**config.mk**
```make
export PLATFORM = sky130hd
export DESIGN_NAME = if_fetch_stage
export DESIGN_NICKNAME = d
export VERILOG_FILES = /design/src/rtl/if_fetch_stage.sv
export SDC_FILE = /design/constraint.sdc
export NUM_CORES = 1
export LEC_CHECK = 0
export ABC_AREA = 1
export BUFFER_PORTS_ARGS = -buffer_cell sky130_fd_sc_hd__buf_4
export CORE_AREA = 2 2 129 131
export DETAILED_ROUTE_END_ITERATION = 10
export DIE_AREA = 0 0 131 133
export MAX_ROUTING_LAYER = met4
export PLACE_DENSITY = 0.62
export SLEW_MARGIN = 10
export SYNTH_ARGS = -nofsm -noshare
export SYNTH_HDL_FRONTEND = slang
export SYNTH_SLANG_ARGS = --single-unit
```
**constraint.sdc**
```tcl
create_clock -name clk -period 2.2 [get_ports clk]
set_clock_uncertainty 0.2 [all_clocks]
set_input_delay 0.11 -clock clk [delete_from_list [all_inputs] [get_ports clk]]
set_output_delay 0.11 -clock clk [all_outputs]
set_load 0.005 [all_outputs]
```
**src/rtl/if_fetch_stage.sv**
```systemverilog
// Instruction-fetch stage feeding decode.
// Owns the fetch PC, runs a request/addr_ok/data_ok handshake with the instruction SRAM,
// holds one fetched word until decode takes it, and honours writeback flush/redirect.
//
// Ports:
//   clk, rst_n               clock, synchronous active-low reset
//   id_allowin_in            decode can accept this cycle
//   if_valid_out             held instruction is valid for decode
//   id_nextPC_in             next fetch PC chosen by decode
//   wb_ClrStpJmp_in          writeback flush + redirect
//   wb_cp0_res_in            redirect target on flush
//   inst_req/inst_addr       SRAM request and address
//   inst_addr_ok             request accepted
//   inst_data_ok/inst_rdata  read data returned
//   if_PC_out/NPC/NNPC       PC, PC+4, PC+8 of the held instruction
//   if_Instruct_out          held instruction word (0 when not valid)
//   if_NPC_fast_wire         combinational PC+4 for decode's sequential path
//   if_exception_out         misaligned-fetch exception
//   if_ExcCode_out           exception code
//   if_error_VAddr_out       faulting fetch address
module if_fetch_stage #(
  parameter logic [31:0] RESET_PC  = 32'hBFC00000,
  parameter logic [4:0]  ADEL_CODE = 5'h04
) (
  input  logic        clk,
  input  logic        rst_n,
  input  logic        id_allowin_in,
  output logic        if_valid_out,
  input  logic [31:0] id_nextPC_in,
  input  logic        wb_ClrStpJmp_in,
  input  logic [31:0] wb_cp0_res_in,
  output logic        inst_req,
  output logic [31:0] inst_addr,
  input  logic        inst_addr_ok,
  input  logic        inst_data_ok,
  input  logic [31:0] inst_rdata,
  output logic [31:0] if_PC_out,
  output logic [31:0] if_NPC_out,
  output logic [31:0] if_NNPC_out,
  output logic [31:0] if_Instruct_out,
  output logic [31:0] if_NPC_fast_wire,
  output logic        if_exception_out,
  output logic [4:0]  if_ExcCode_out,
  output logic [31:0] if_error_VAddr_out
);

  localparam logic [1:0] StReq     = 2'd0;
  localparam logic [1:0] StWait    = 2'd1;
  localparam logic [1:0] StValid   = 2'd2;
  localparam logic [1:0] StDiscard = 2'd3;

  logic [1:0]  state_q, state_d;
  logic [31:0] pc_q, pc_d;
  logic [31:0] inst_buf_q, inst_buf_d;
  logic        exc_q, exc_d;

  logic pc_aligned;
  logic in_valid;
  logic req_outstanding;

  assign pc_aligned = (pc_q[1:0] == 2'b00);
  assign in_valid   = (state_q == StValid);

  // A response is still owed by the SRAM after this edge: either already in flight and not
  // returning now, or being accepted right now.
  assign req_outstanding =
      (((state_q == StWait) || (state_q == StDiscard)) && !inst_data_ok) ||
      ((state_q == StReq) && pc_aligned && inst_addr_ok);

  always_comb begin
    state_d    = state_q;
    pc_d       = pc_q;
    inst_buf_d = inst_buf_q;
    exc_d      = exc_q;
    inst_req   = 1'b0;

    case (state_q)
      StReq: begin
        if (pc_aligned) begin
          inst_req = 1'b1;
          if (inst_addr_ok) state_d = StWait;
        end else begin
          // Misaligned fetch never reaches the SRAM; present it as an exception slot.
          exc_d      = 1'b1;
          inst_buf_d = 32'h0;
          state_d    = StValid;
        end
      end
      StWait: begin
        if (inst_data_ok) begin
          inst_buf_d = inst_rdata;
          exc_d      = 1'b0;
          state_d    = StValid;
        end
      end
      StValid: begin
        if (id_allowin_in) begin
          pc_d    = id_nextPC_in;
          state_d = StReq;
        end
      end
      StDiscard: begin
        if (inst_data_ok) state_d = StReq;
      end
      default: state_d = StReq;
    endcase

    // Flush overrides everything; a stale response still owed must be swallowed first.
    if (wb_ClrStpJmp_in) begin
      pc_d    = wb_cp0_res_in;
      state_d = req_outstanding ? StDiscard : StReq;
    end

    if (!rst_n) inst_req = 1'b0;
  end

  always_ff @(posedge clk) begin
    if (!rst_n) begin
      state_q    <= StReq;
      pc_q       <= RESET_PC;
      inst_buf_q <= 32'h0;
      exc_q      <= 1'b0;
    end else begin
      state_q    <= state_d;
      pc_q       <= pc_d;
      inst_buf_q <= inst_buf_d;
      exc_q      <= exc_d;
    end
  end

  assign inst_addr          = pc_q;
  assign if_valid_out       = rst_n && in_valid && !wb_ClrStpJmp_in;
  assign if_PC_out          = pc_q;
  assign if_NPC_out         = pc_q + 32'd4;
  assign if_NNPC_out        = pc_q + 32'd8;
  assign if_NPC_fast_wire   = pc_q + 32'd4;
  assign if_Instruct_out    = in_valid ? inst_buf_q : 32'h0;
  assign if_exception_out   = exc_q && in_valid;
  assign if_ExcCode_out     = if_exception_out ? ADEL_CODE : 5'h0;
  assign if_error_VAddr_out = if_exception_out ? pc_q : 32'h0;

endmodule

```
### Yosys cells after proc, flatten, opt, wreduce, memory -nomap -nowiden

Index checks and enable logic that the tools add are counted.

* add/sub/neg operators: 2
* eq/ne operators: 9
* multiplexer cells: 23
* reduce and logical (&&, ||, !) cells: 18

Operators with widths (count)
* 32-bit 2-to-1 mux: 7
* 32-bit case mux with 2 select lines: 1
* 32-bit by 3-bit adder with 32-bit output, second input constant: 1
* 32-bit by 4-bit adder with 32-bit output, second input constant: 1
* 2-bit 2-to-1 mux: 7
* 3-bit != test, second input constant: 3
* 2-bit case mux with 4 select lines: 1
* 1-bit logical AND: 6
* 2-bit nonzero test: 3
* 1-bit 2-to-1 mux: 5
* 2-bit equality test, second input constant: 2
* 2-bit zero test: 2
* 2-bit != test, second input constant: 2
* 4-bit != test, second input constant: 1
* 4-bit AND reduction: 1
* 3-bit 2-to-1 mux: 1
* 3-bit AND reduction: 1
* 2-bit by 1-bit equality test with 1-bit output, second input constant: 1
* 1-bit zero test: 2
* 1-bit logical OR: 2
* 1-bit case mux with 2 select lines: 1
* 2-bit AND reduction: 1

* register bits after elaboration: 67
* input port bits: 102
* output and inout bits: 232
* word-level logic and storage cells: 56

### Longest topological paths before layout

* word-level depth: 6
* gate-level depth with buffers: 9
* gate-level depth less buffers: 8

### Worst setup path before layout

Ideal clock, no wire load.

* kind: register -> output
* from: register pc_q[4], in the netlist if_PC_out[4]
* to: output port if_NPC_out[11]
* arrival time: 1491 ps
* data required time: 1890 ps
* path slack: 399 ps
* stages on the path, launching flop included: 9
* buffers on the path: 1
* path through: dfxtp_1 > ha_1 > inv_1 > nor2_4 > nand2_4 > xor2_1 > nand2_1 > o21ai_0 > buf_4

* word-level cells in the longest chain between the ends: 1

RTL lines
* from (decl): line 53 `logic [31:0] pc_q, pc_d;`
* from (signal assigned): line 125 `pc_q <= pc_d;`
* 32-bit by 3-bit adder with 32-bit output
* to (decl): line 38 `output logic [31:0] if_NPC_out,`

Every way passes these cells.

### Worst setup path in the final report

* from: register pc_q[3], in the netlist if_PC_out[3]
* to: output port if_NPC_out[19]

* word-level cells in the longest chain between the ends: 1

RTL lines
* 32-bit by 3-bit adder with 32-bit output: line 134 `assign if_NPC_out = pc_q + 32'd4;`

Every way passes these cells.

==> results.tsv <==
metric	value	unit
status	finished, final reports clean	
min_path_cells	5	
yosysSeqAreaShare	26.6	%
grt_pass1_wl	31200	µm
ys_types	26	
fin_area	8400	µm²
grt_max_degree	35	
syn-instance-count	824	
finalNonFillerCells	1376	
gr-total-overflow	0	
drive_above_1_share	40.0	%
insertion_delay	0.33	ns
dr.first_iter.drc_count	228	
ir_drop	0.286	mV
synth_seq_cells	67	
hold_path_class	input port to flip-flop	
syn_area_per_cell	6.11	µm²
p_per_area	504	nW/µm²
max-cap-violations	0	
hpwl	16600	µm
cp-start-kind	flip-flop	
drcViolationCount	0	
cts_max_path_buffers	2	
core	16200	µm²
grt_usage	24.1	%
critical_path_arrival	1.82	ns
clock-sinks	67	
cts_tree	done	
cts_root_buffer	clkbuf_16	
rsz0062_at_grt	true	
timing_hold_violations_final	0	
fill_cells	1641	
antenna_left	0	
num_vias	6177	
period_share	96.9	%
port_buffers	329	
crit_start	if_PC_out[3]	
dp_slack	0.222	ns
setup_slack	0.0677	ns
die-area	17400	µm²
syn2layout_area_growth	66.9	%
ys.warnings.count	0	
start_util	31.1	%
firstDrtPassIters	5	
reg2regPathDepth	6	
row_count	47	
crit_fanout	4	
synth.top_cell.area_share	26.6	%
die_w	131	µm
die_h	133	µm
cp-endpoint	if_NPC_out[19]	
antenna_found_initial	0	
required	1.89	ns
min_period	2.13	ns
clkTransAtPathRegs	0.06	ns
via_per_inst	4.49	
nets	1256	
dpl.cell_count	1297	
numCtsBuffers	9	
htreeDepth	3	
syn_area	5030	µm²
placed_area	7280	µm²
endpoint_kind	primary output	
grt_pass1_vias	5833	
whs	0.0173	ns
wl_per_cell	15.4	µm
finalMaxSlewViolations	0	
p_leak	4.04	nW
fmax	0.469	GHz
relSlewSlack	56.2	%
reg2reg_to	if_PC_out[1]	
setup_viol	0	
yosysTopAreaCell	dfxtp_1	
wirelength	21300	µm
worst_pin_slew	0.656	ns
ys_top_cells_by_area	dfxtp_1 (27%), nand2_1 (19%), buf_4 (12%)	
rr_startpoint	state_q[1]	
r2r_slack	0.35	ns
critPathKind	flip-flop to primary output	
antennaDiodeCount	0	
io_pins	334	
gp_congestion	0.870	
where the power goes:
| group | switching (mW) | total [mW] | internal [mW] |
|---|---|---|---|
| sequential | 0.0924 | 1.39 | 1.30 |
| clock | 0.583 | 1.35 | 0.768 |
| combinational | 0.741 | 1.49 | 0.754 |
what timing repair did:
action                                  in CTS  in global routing
hold buffers                                62                  0
pin swaps                                    0                  5
buffers inserted                             0                  1
gates resized for setup                     12                 54
endpoints found under the setup margin      23                 71
hold endpoints to repair                    49                  0
layout make-up:
cell class                 instances  area [µm²]  area share (%)
clock inverter                     7        51.3           0.611
inverter                          90         340            4.05
timing repair buffer             419        3310            39.4
tap                              220         275            3.28
multi-input combinational        564        2840            33.8
clock buffer                       9         225            2.68
sequential                        67        1360            16.2
registers in the layout, summed over array words and instances, names as in the netlist:
signal and flops:
if_PC_out 32, inst_buf_q 32, state_q 2, exc_q 1
how the worst min path moves through the flow:
| stage | start | endpoint |
|---|---|---|
| 2_1_floorplan | rst_n | if_PC_out[0] |
| 3_3_place_gp | inst_rdata[11] | inst_buf_q[11] |
| 3_5_place_dp | inst_rdata[11] | inst_buf_q[11] |
| 4_1_cts | id_nextPC_in[15] | if_PC_out[15] |
| 5_1_grt | id_nextPC_in[7] | if_PC_out[7] |
| 6_report | wb_cp0_res_in[11] | if_PC_out[11] |
kinds of logic (layout without fill, tap and decap cells):
family / count (synthesis) / count (layout) / synth area share (%)
compound gates: 104 / 104 / 10.4
xor+xnor: 45 / 45 / 7.83
fa+ha+maj: 3 / 3 / 0.746
buf+inv: 196 / 525 / 21.0
flops: 67 / 67 / 26.6
other cells: 1 / 4 / 0.0745
simple gates: 408 / 408 / 33.3
cell usage in the layout (no fill, tap or decap), types with 3 or more instances in the layout:
| master | instances |
|---|---|
| buf_4 | 355 |
| nand2_1 | 244 |
| nor2_1 | 91 |
| inv_1 | 82 |
| a21oi_1 | 66 |
| dlygate4sd3_1 | 62 |
| dfxtp_1 | 53 |
| xor2_1 | 37 |
| o21ai_0 | 35 |
| nor2_2 | 23 |
| nand2_2 | 16 |
| nor2_4 | 13 |
| nand3_1 | 13 |
| dfxtp_2 | 13 |
| clkbuf_16 | 9 |
| xor2_2 | 7 |
| inv_2 | 6 |
| conb_1 | 4 |
| ha_2 | 3 |
critical path, cell delays in order, from the launching register on:
cell,delay (ns)
dfxtp_4,0.36
ha_2,0.19
inv_1,0.07
nor2_4,0.13
nand2_4,0.10
nor2_4,0.14
nand2_2,0.10
xor2_4,0.25
buf_4,0.15
stage by stage:
step | power, mW | setup TNS, ns | util [%]
3_5_place_dp | 2.78 | 0 | 45.0
3_3_place_gp | 2.78 | 0 | 45.0
6_report | 4.24 | 0 | 52.0
4_1_cts | 4.26 | 0 | 50.9
5_1_grt | 4.47 | -0.214 | 52.0
2_1_floorplan | 2.10 | 0 | -
synthesized netlist by cell type, drive strengths merged:
| cell | n |
|---|---|
| o21ai | 37 |
| a21oi | 67 |
| nand3 | 14 |
| nand4 | 2 |
| ha | 3 |
| clkinv | 1 |
| buf | 96 |
| clkbuf | 10 |
| nand2 | 261 |
| inv | 89 |
| dfxtp | 67 |
| conb | 1 |
| nor3 | 4 |
| xor2 | 45 |
| nor2 | 127 |
layer usage:
layer | GRT usage (%) | vias up | wire, µm
li1 | - | 3069 | -
met1 | 29.1 | 2834 | 8770
met2 | 41.0 | 243 | 10700
met3 | 3.07 | 31 | 1300
met4 | 7.68 | 0 | 532
met5 | - | - | 0
No activity file was read; power rests on OpenSTA's default activity.
